$ cat src/rtl/rs_pipeline_credit_ctrl_if.sv
// Write/read handshake bundle of the credit relay: upstream write port plus
// downstream FWFT pop port. The DUT uses the slave view.
interface rs_pipeline_credit_ctrl_if #(
    parameter int DATA_WIDTH = 32
);
    logic [DATA_WIDTH-1:0] if_din;
    logic                  if_write;
    logic                  if_full_n;
    logic [DATA_WIDTH-1:0] if_dout;
    logic                  if_empty_n;
    logic                  if_read;

    modport master (
        output if_din, if_write, if_read,
        input  if_full_n, if_dout, if_empty_n
    );

    modport slave (
        input  if_din, if_write, if_read,
        output if_full_n, if_dout, if_empty_n
    );
endinterface

$ cat src/rtl/rs_pipeline_credit_ctrl.sv
// Credit-based relay: accepted writes cross LEVELS register stages into a FWFT buffer,
// and every pop returns one credit to the sender through a LEVELS-stage token path.
module rs_pipeline_credit_ctrl #(
    parameter int DATA_WIDTH = 32,
    parameter int LEVELS     = 2,
    parameter int BUF_DEPTH  = 8
) (
    input  logic                           clk,
    input  logic                           ap_rst_n,
    rs_pipeline_credit_ctrl_if.slave       bus,
    output logic [$clog2(BUF_DEPTH+1)-1:0] credit_cnt
);
    localparam int CNT_W = $clog2(BUF_DEPTH + 1);
    localparam int PTR_W = (BUF_DEPTH > 1) ? $clog2(BUF_DEPTH) : 1;

    logic                  accept;
    logic                  pop;
    logic                  buf_wr;
    logic [DATA_WIDTH-1:0] buf_wdata;
    logic                  credit_ret;

    logic                  fwd_vld_p  [LEVELS];
    logic [DATA_WIDTH-1:0] fwd_data_p [LEVELS];
    logic                  ret_tok_p  [LEVELS];

    logic [DATA_WIDTH-1:0] mem [BUF_DEPTH];
    logic [PTR_W-1:0]      wr_ptr;
    logic [PTR_W-1:0]      rd_ptr;
    logic [CNT_W-1:0]      occ;

    function automatic logic [PTR_W-1:0] ptr_next(input logic [PTR_W-1:0] p);
        if (p == PTR_W'(BUF_DEPTH - 1)) begin
            return '0;
        end
        return p + PTR_W'(1);
    endfunction

    assign bus.if_full_n  = (credit_cnt != '0);
    assign bus.if_empty_n = (occ != '0);
    assign bus.if_dout    = mem[rd_ptr];

    assign accept     = bus.if_write & bus.if_full_n;
    assign pop        = bus.if_read & bus.if_empty_n;
    assign buf_wr     = fwd_vld_p[LEVELS-1];
    assign buf_wdata  = fwd_data_p[LEVELS-1];
    assign credit_ret = ret_tok_p[LEVELS-1];

    // Forward relay: stage 0 captures the accepted word, later stages shift every cycle.
    always_ff @(posedge clk or negedge ap_rst_n) begin
        if (!ap_rst_n) begin
            for (int i = 0; i < LEVELS; i++) begin
                fwd_vld_p[i]  <= 1'b0;
                fwd_data_p[i] <= '0;
            end
        end else begin
            fwd_vld_p[0]  <= accept;
            fwd_data_p[0] <= bus.if_din;
            for (int i = 1; i < LEVELS; i++) begin
                fwd_vld_p[i]  <= fwd_vld_p[i-1];
                fwd_data_p[i] <= fwd_data_p[i-1];
            end
        end
    end

    // Return relay: one token per pop, delivered to the counter LEVELS cycles later.
    always_ff @(posedge clk or negedge ap_rst_n) begin
        if (!ap_rst_n) begin
            for (int i = 0; i < LEVELS; i++) begin
                ret_tok_p[i] <= 1'b0;
            end
        end else begin
            ret_tok_p[0] <= pop;
            for (int i = 1; i < LEVELS; i++) begin
                ret_tok_p[i] <= ret_tok_p[i-1];
            end
        end
    end

    // Simultaneous spend and return cancel out.
    always_ff @(posedge clk or negedge ap_rst_n) begin
        if (!ap_rst_n) begin
            credit_cnt <= CNT_W'(BUF_DEPTH);
        end else if (accept && !credit_ret) begin
            credit_cnt <= credit_cnt - CNT_W'(1);
        end else if (!accept && credit_ret) begin
            credit_cnt <= credit_cnt + CNT_W'(1);
        end
    end

    // Receive buffer: a write only arrives against a spent credit, so it never overflows.
    always_ff @(posedge clk or negedge ap_rst_n) begin
        if (!ap_rst_n) begin
            wr_ptr <= '0;
            rd_ptr <= '0;
            occ    <= '0;
            for (int i = 0; i < BUF_DEPTH; i++) begin
                mem[i] <= '0;
            end
        end else begin
            if (buf_wr) begin
                mem[wr_ptr] <= buf_wdata;
                wr_ptr      <= ptr_next(wr_ptr);
            end
            if (pop) begin
                rd_ptr <= ptr_next(rd_ptr);
            end
            if (buf_wr && !pop) begin
                occ <= occ + CNT_W'(1);
            end else if (!buf_wr && pop) begin
                occ <= occ - CNT_W'(1);
            end
        end
    end
endmodule

$ cat src/flat_wrapper.sv
// flat-port wrapper written by rule: the top's interface ports become plain ports
module rs_pipeline_credit_ctrl_flat 
#(
    parameter int DATA_WIDTH = 32,
    parameter int LEVELS     = 2,
    parameter int BUF_DEPTH  = 8
)
  (clk, ap_rst_n, credit_cnt, bus_if_din, bus_if_write, bus_if_read, bus_if_full_n, bus_if_dout, bus_if_empty_n);
  rs_pipeline_credit_ctrl_if #(.DATA_WIDTH(DATA_WIDTH)) bus_i ();
  input  logic clk;
  input  logic ap_rst_n;
  output logic [$clog2(BUF_DEPTH+1)-1:0] credit_cnt;
  input wire logic [$bits(bus_i.if_din)-1:0] bus_if_din;
  input wire logic [$bits(bus_i.if_write)-1:0] bus_if_write;
  input wire logic [$bits(bus_i.if_read)-1:0] bus_if_read;
  output wire logic [$bits(bus_i.if_full_n)-1:0] bus_if_full_n;
  output wire logic [$bits(bus_i.if_dout)-1:0] bus_if_dout;
  output wire logic [$bits(bus_i.if_empty_n)-1:0] bus_if_empty_n;
  assign bus_i.if_din = bus_if_din;
  assign bus_i.if_write = bus_if_write;
  assign bus_i.if_read = bus_if_read;
  assign bus_if_full_n = bus_i.if_full_n;
  assign bus_if_dout = bus_i.if_dout;
  assign bus_if_empty_n = bus_i.if_empty_n;
  rs_pipeline_credit_ctrl #(.DATA_WIDTH(DATA_WIDTH), .LEVELS(LEVELS), .BUF_DEPTH(BUF_DEPTH)) u_core (.clk(clk), .ap_rst_n(ap_rst_n), .bus(bus_i), .credit_cnt(credit_cnt));
endmodule
$ cat config.mk
export PLATFORM = sky130hd
export DESIGN_NAME = rs_pipeline_credit_ctrl_flat
export DESIGN_NICKNAME = d
export VERILOG_FILES = /design/src/rtl/rs_pipeline_credit_ctrl_if.sv /design/src/rtl/rs_pipeline_credit_ctrl.sv /design/src/flat_wrapper.sv
export SDC_FILE = /design/constraint.sdc
export NUM_CORES = 1
export LEC_CHECK = 0
export CORE_MARGIN = 2
export CORE_UTILIZATION = 64
export DETAILED_ROUTE_END_ITERATION = 8
export GPL_TIMING_DRIVEN = 1
export PLACE_DENSITY = 0.86
export SLEW_MARGIN = 40
export SYNTH_ARGS = -nofsm -noshare
export SYNTH_HDL_FRONTEND = slang
export SYNTH_SLANG_ARGS = --single-unit
$ cat constraint.sdc
create_clock -name clk -period 4.8 [get_ports clk]
set_input_delay 1.2 -clock clk [delete_from_list [all_inputs] [get_ports clk]]
set_output_delay 1.2 -clock clk [all_outputs]
set_load 0.05 [all_outputs]
==> results of run 1 <==
## sequential cells by signal (all words and copies together), names as in the netlist
name / flops
u_core.buf_wdata: 32
u_core.buf_wr: 1
u_core.credit_cnt: 4
u_core.credit_ret: 1
u_core.fwd_data_p: 32
u_core.fwd_vld_p: 1
u_core.mem: 256
u_core.occ: 4
u_core.rd_ptr: 3
u_core.ret_tok_p: 1
u_core.wr_ptr: 3
## Yosys cell counts, drive strengths merged
cell,number,area share
o22ai,1,0.00044
o21a,1,0.00053
dfrtp,337,0.60
o41ai,2,0.0026
or3b,1,0.00062
inv,6,0.0016
a2111o,1,0.00080
buf,40,0.017
ha,10,0.0088
o21ai,3,0.0011
nand3,2,0.00071
nand4b,1,0.00062
o221ai,1,0.00062
o211ai,2,0.0011
fa,1,0.0014
nor3b,1,0.00088
dfstp,1,0.0019
nor2,1,0.00026
a21oi,3,0.0011
nor3,5,0.0028
or3,2,0.00088
or4,4,0.0021
xor2,1,0.00062
clkbuf,8,0.0021
nand4,2,0.00088
mux2i,2,0.0014
a2111oi,1,0.00062
nand3b,2,0.0011
a21o,2,0.0011
or4b,1,0.00071
xnor2,4,0.0025
nand2,5,0.0013
mux2,292,0.24
nor2b,1,0.00044
and2,1,0.00044
mux4,64,0.10
nand2b,3,0.0013
## final timing paths
check | from | end | slack, ns | cells past startpoint
setup / recovery | u_core.rd_ptr[0] | bus_if_dout[17] | 0.52 | 4
hold / removal | u_core.fwd_data_p[55] | u_core.buf_wdata[23] | 0.35 | 0
setup reg to reg | u_core.occ[0] | u_core.occ[3] | 2.03 | 7
hold reg to reg | u_core.fwd_data_p[55] | u_core.buf_wdata[23] | 0.35 | 0
max in group asynchronous | ap_rst_n | u_core.buf_wdata[28] | 2.93 | 3
min in group asynchronous | ap_rst_n | u_core.mem[74] | 0.58 | 1
## per-stage QoR
step / std cells / hold WS, ns
finish: 1205 / 0.347
global route: 1205 / 0.349
CTS: 1204 / 0.347
detailed placement: 1145 / 0.335
global placement: 1142 / 0.331
floorplan: 815 / 0.331
## layer usage
layer	GRT usage	routed length [µm]
met4	0.0648	478
met2	0.425	14600
met1	0.346	11900
met5	0	0
met3	0.0441	1200
## layout make-up
cell class                      instances  area (µm²)
Fill cell                            1237        5340
Clock inverter                          8         115
Timing Repair Buffer                   99        1000
Multi-Input combinational cell        423        5430
Sequential cell                       338        8470
Tap cell                              280         350
Clock buffer                           51        1030
Inverter                                6        22.5
## where the power goes
part	leakage, nW	switching [mW]	internal [mW]
Sequential	4.04	0.823	4.04
Combinational	2.45	2.79	3.00
Clock	0.564	1.05	1.64
## cell families after synthesis
group                    count (synthesis)  share of synthesized area
buffers and inverters                   54                     0.0207
multiplexers                           358                      0.343
flip-flops                             338                      0.598
XOR/XNOR                                 5                    0.00309
AND/OR/NAND/NOR                         32                     0.0151
adder cells (fa/ha/maj)                 11                     0.0103
AO/OA/AOI/OAI                           17                    0.00981
==> results_dict.tcl, run 1 <==
set metrics [dict create \
    via_per_inst 6.20 \
    drv_slew 0 \
    dp_hpwl_mm 17.2 \
    postCtsSetupBuffers 0 \
    htreeDepth 2 \
    drv_cap 0 \
    grt.overflow.total 0 \
    hold_viol_final 0 \
    grt.total_usage 0.251 \
    port_buffers 73 \
    start_util 0.651 \
    slew-limit-headroom 0.466 \
    io_pins 74 \
    ir_drop_mv 0.525 \
    cts_tree "done" \
    final_cell_mix "dfrtp_1 (334), mux2_2 (255), clkdlybuf4s50_1 (72)" \
    slowest_stage "dfrtp_4" \
    wl_mm 28.2 \
    core_mm2 0.0218 \
    crit_path_max_incr_delay_ns 0.71 \
    drive_above_1_share 0.475 \
    drc 0 \
    finClkSkew_ns 0.0174 \
    tightestPinTransition_ns 0.797 \
    ys_ff_latch 338 \
    crit_required_ns 3.60 \
    via_count 7473 \
    clockBufferDepth 3 \
    final-setup-viol-count 0 \
    placed_cell_area_mm2 0.0153 \
    critPathCaptureType "output pin" \
    cp_max_fo 22 \
    yosysWarnings 0 \
    final_util 0.754 \
    antenna_cells 0 \
    die_width_um 153 \
    startpoint_type "register" \
    crit_arrival_ns 3.08 \
    rsz0062_at_grt "false" \
    post-place-ws_ns 1.01 \
    avgRoutedWirePerCell_um 23.4 \
    antenna_found_initial 0 \
    syn_area_per_cell_um2 17.4 \
    synth_cells 815 \
    clock_latency_ns 0.51 \
    grt_max_degree 102 \
    synth_seq_area_share 0.598 \
    fmax_mhz 233 \
    pwr_density_cell_mw_per_mm2 813 \
    row_count 54 \
    cts_resized 0 \
    syn-num-nets 862 \
    fp.dieH_um 153 \
    syn_to_final_growth_pct 15.9 \
    timing.critical_path.buf_inv 2 \
    numCtsBuffers 35 \
    finalCritPeriodShare 0.893 \
    finalInstanceArea_mm2 0.0164 \
    grt_pass1_vias 8396 \
    drtIter0Drc 424 \
    worst_slack_ns 0.515 \
    power_mw 13.3 \
    gp_congestion 0.764 \
    status "finished, final reports clean" \
    hold_class "reg -> reg" \
    grt_pass1_wl_mm 46.3 \
    dieArea_mm2 0.0233 \
    period_needed_ns 4.28 \
    ys_types 45 \
    power.leakage_nw 7.06 \
    path_clk_slew_ns 0.06 \
    clockRootBuffer "clkbuf_16" \
    crit_family "buffers and inverters" \
    antenna_left 0 \
    crit_chain "buf_4, mux4_2, mux2_2, clkdlybuf4s50_1" \
    mostFrequentLayoutCell "dfrtp_1" \
    criticalPathCategory "reg -> out" \
    hold_buffers 0 \
    setup_tns_ns 0 \
    nets 950 \
    clock-sinks 338 \
    syn_area_mm2 0.0142 \
    drt_first_pass_iters 5 \
]
(Power assumes the default switching activity.)
==> inputs of run 2 (changes only) <==
--- a/config.mk
+++ b/config.mk
@@ -9,8 +9,8 @@
 export CORE_UTILIZATION = 64
 export DETAILED_ROUTE_END_ITERATION = 8
 export GPL_TIMING_DRIVEN = 1
-export PLACE_DENSITY = 0.86
-export SLEW_MARGIN = 40
+export PLACE_DENSITY = 0.84
+export SLEW_MARGIN = 5
 export SYNTH_ARGS = -nofsm -noshare
 export SYNTH_HDL_FRONTEND = slang
 export SYNTH_SLANG_ARGS = --single-unit
==> results_dict.tcl, run 2 (synthesis results as in run 1) <==
set metrics [dict create \
    largest_reg_flops 256 \
    setup_tns_ns 0 \
    criticalPathCategory "reg -> out" \
    finClkSkew_ns 0.00965 \
    final_util 0.752 \
    htreeDepth 2 \
    drv_cap 0 \
    grt.total_usage 0.255 \
    postCtsSetupBuffers 0 \
    via_per_inst 6.21 \
    core_mm2 0.0218 \
    nets 943 \
    grt.overflow.total 0 \
    via_count 7451 \
    grt_pass1_wl_mm 46.6 \
    antenna_found_initial 1 \
    pwr_density_cell_mw_per_mm2 815 \
    power.leakage_nw 7.01 \
    reg2reg_to "u_core.occ[3]" \
    period_needed_ns 4.31 \
    drt_first_pass_iters 4 \
    rsz0062_at_grt "false" \
    hp-start "u_core.fwd_data_p[51]" \
    gp_congestion 0.767 \
    syn_to_final_growth_pct 15.5 \
    fp.dieH_um 153 \
    dieArea_mm2 0.0233 \
    finalCritPeriodShare 0.897 \
    drc 0 \
    row_count 54 \
    cp_max_fo 24 \
    antenna_left 0 \
    timing.rr.start "u_core.occ[0]" \
    drtIter0Drc 334 \
    clockBufferDepth 3 \
    grt_max_degree 122 \
    final_cell_mix "dfrtp_1 (334), mux2_2 (255), clkdlybuf4s50_1 (72)" \
    numCtsBuffers 36 \
    hold_end "u_core.buf_wdata[19]" \
    drv_slew 0 \
    wl_mm 28.2 \
    mostFrequentLayoutCell "dfrtp_1" \
    path_clk_slew_ns 0.06 \
    dp_hpwl_mm 16.6 \
    critPathCaptureType "output pin" \
    port_buffers 73 \
    ir_drop_mv 0.572 \
    tightestPinTransition_ns 0.953 \
    slew-limit-headroom 0.363 \
    io_pins 74 \
    fmax_mhz 232 \
    crit_arrival_ns 3.11 \
    die_width_um 153 \
    crit_required_ns 3.60 \
    r2r_slack_ns 2.01 \
    drive_above_1_share 0.471 \
    hold_buffers 0 \
    clockRootBuffer "clkbuf_16" \
    start_util 0.651 \
    clock-sinks 338 \
    worstRegToRegCells 7 \
    fillCellCount 1234 \
    status "finished, final reports clean" \
    hold_viol_final 0 \
    avgRoutedWirePerCell_um 23.6 \
    hold_depth 0 \
    startpoint_type "register" \
    grt_pass1_vias 8401 \
    cts_resized 0 \
    final-setup-viol-count 0 \
    hold_class "reg -> reg" \
    top_register "u_core.mem" \
    clock_latency_ns 0.51 \
    cts_tree "done" \
]
-- run 2: changes by cell type in the layout (fill, tap and decap cells not counted), sizes merged --
cell,before,now
bufinv,3,2
clkinv,5,3
clkbuf,51,53
diode,0,1
clkinvlp,0,2
buf,27,19
-- run 2: per-layer routing --
| metal | track usage | routed length [µm] | vias to the layer above |
|---|---|---|---|
| met4 | 0.0820 | 715 | 0 |
| li1 | - | - | 3202 |
| met3 | 0.0449 | 1050 | 56 |
| met2 | 0.436 | 14700 | 168 |
| met1 | 0.338 | 11800 | 4025 |
| met5 | 0 | 0 | - |
-- run 2: metrics by stage --
stage	instances	instance area [µm²]	hold slack [ns]	worst slack (ns)	total power, mW
floorplan	815	14200	0.331	1.70	9.03
global placement	1138	15200	0.331	0.998	10.3
detailed placement	1138	15200	0.335	0.991	10.6
CTS	1198	16400	0.347	0.433	13.4
global route	1198	16400	0.355	0.358	13.9
finish	1199	16400	0.346	0.494	13.3
-- run 2: worst max-delay path by stage --
stage | from | endpoint | slack (ns) | cells after the start
2_1_floorplan | u_core.credit_cnt[0] | u_core.credit_cnt[3] | 1.70 | 7
3_3_place_gp | u_core.rd_ptr[0] | bus_if_dout[15] | 1.0 | 4
3_5_place_dp | u_core.rd_ptr[0] | bus_if_dout[15] | 0.99 | 4
4_1_cts | u_core.rd_ptr[0] | bus_if_dout[5] | 0.43 | 4
5_1_grt | u_core.rd_ptr[0] | bus_if_dout[31] | 0.36 | 4
6_report | u_core.rd_ptr[0] | bus_if_dout[15] | 0.49 | 4
-- run 2: power by group --
part           leakage [nW]  switching, mW  total (mW)  internal, mW
Clock                 0.557           1.07        2.69          1.62
Sequential             4.04          0.936        4.98          4.05
Combinational          2.41           2.68        5.66          2.98
Total                  7.01           4.68        13.3          8.65
-- run 2: worst max-delay path, stage by stage (launching register included) --
cell and delay (ns):
dfrtp_4 0.75, buf_12 0.28, mux4_2 0.52, mux2_2 0.30, clkdlybuf4s50_1 0.71
-- run 2: final cells by class --
cell class | instances | area (µm²) | share of cell area
antenna | 1 | 2.50 | 0.000153
clock buffer | 53 | 1060 | 0.0646
clock inverter | 7 | 90.1 | 0.00551
inverter | 6 | 22.5 | 0.00138
multi-input combinational | 423 | 5430 | 0.332
sequential | 338 | 8470 | 0.518
tap | 280 | 350 | 0.0214
timing repair buffer | 91 | 933 | 0.0571
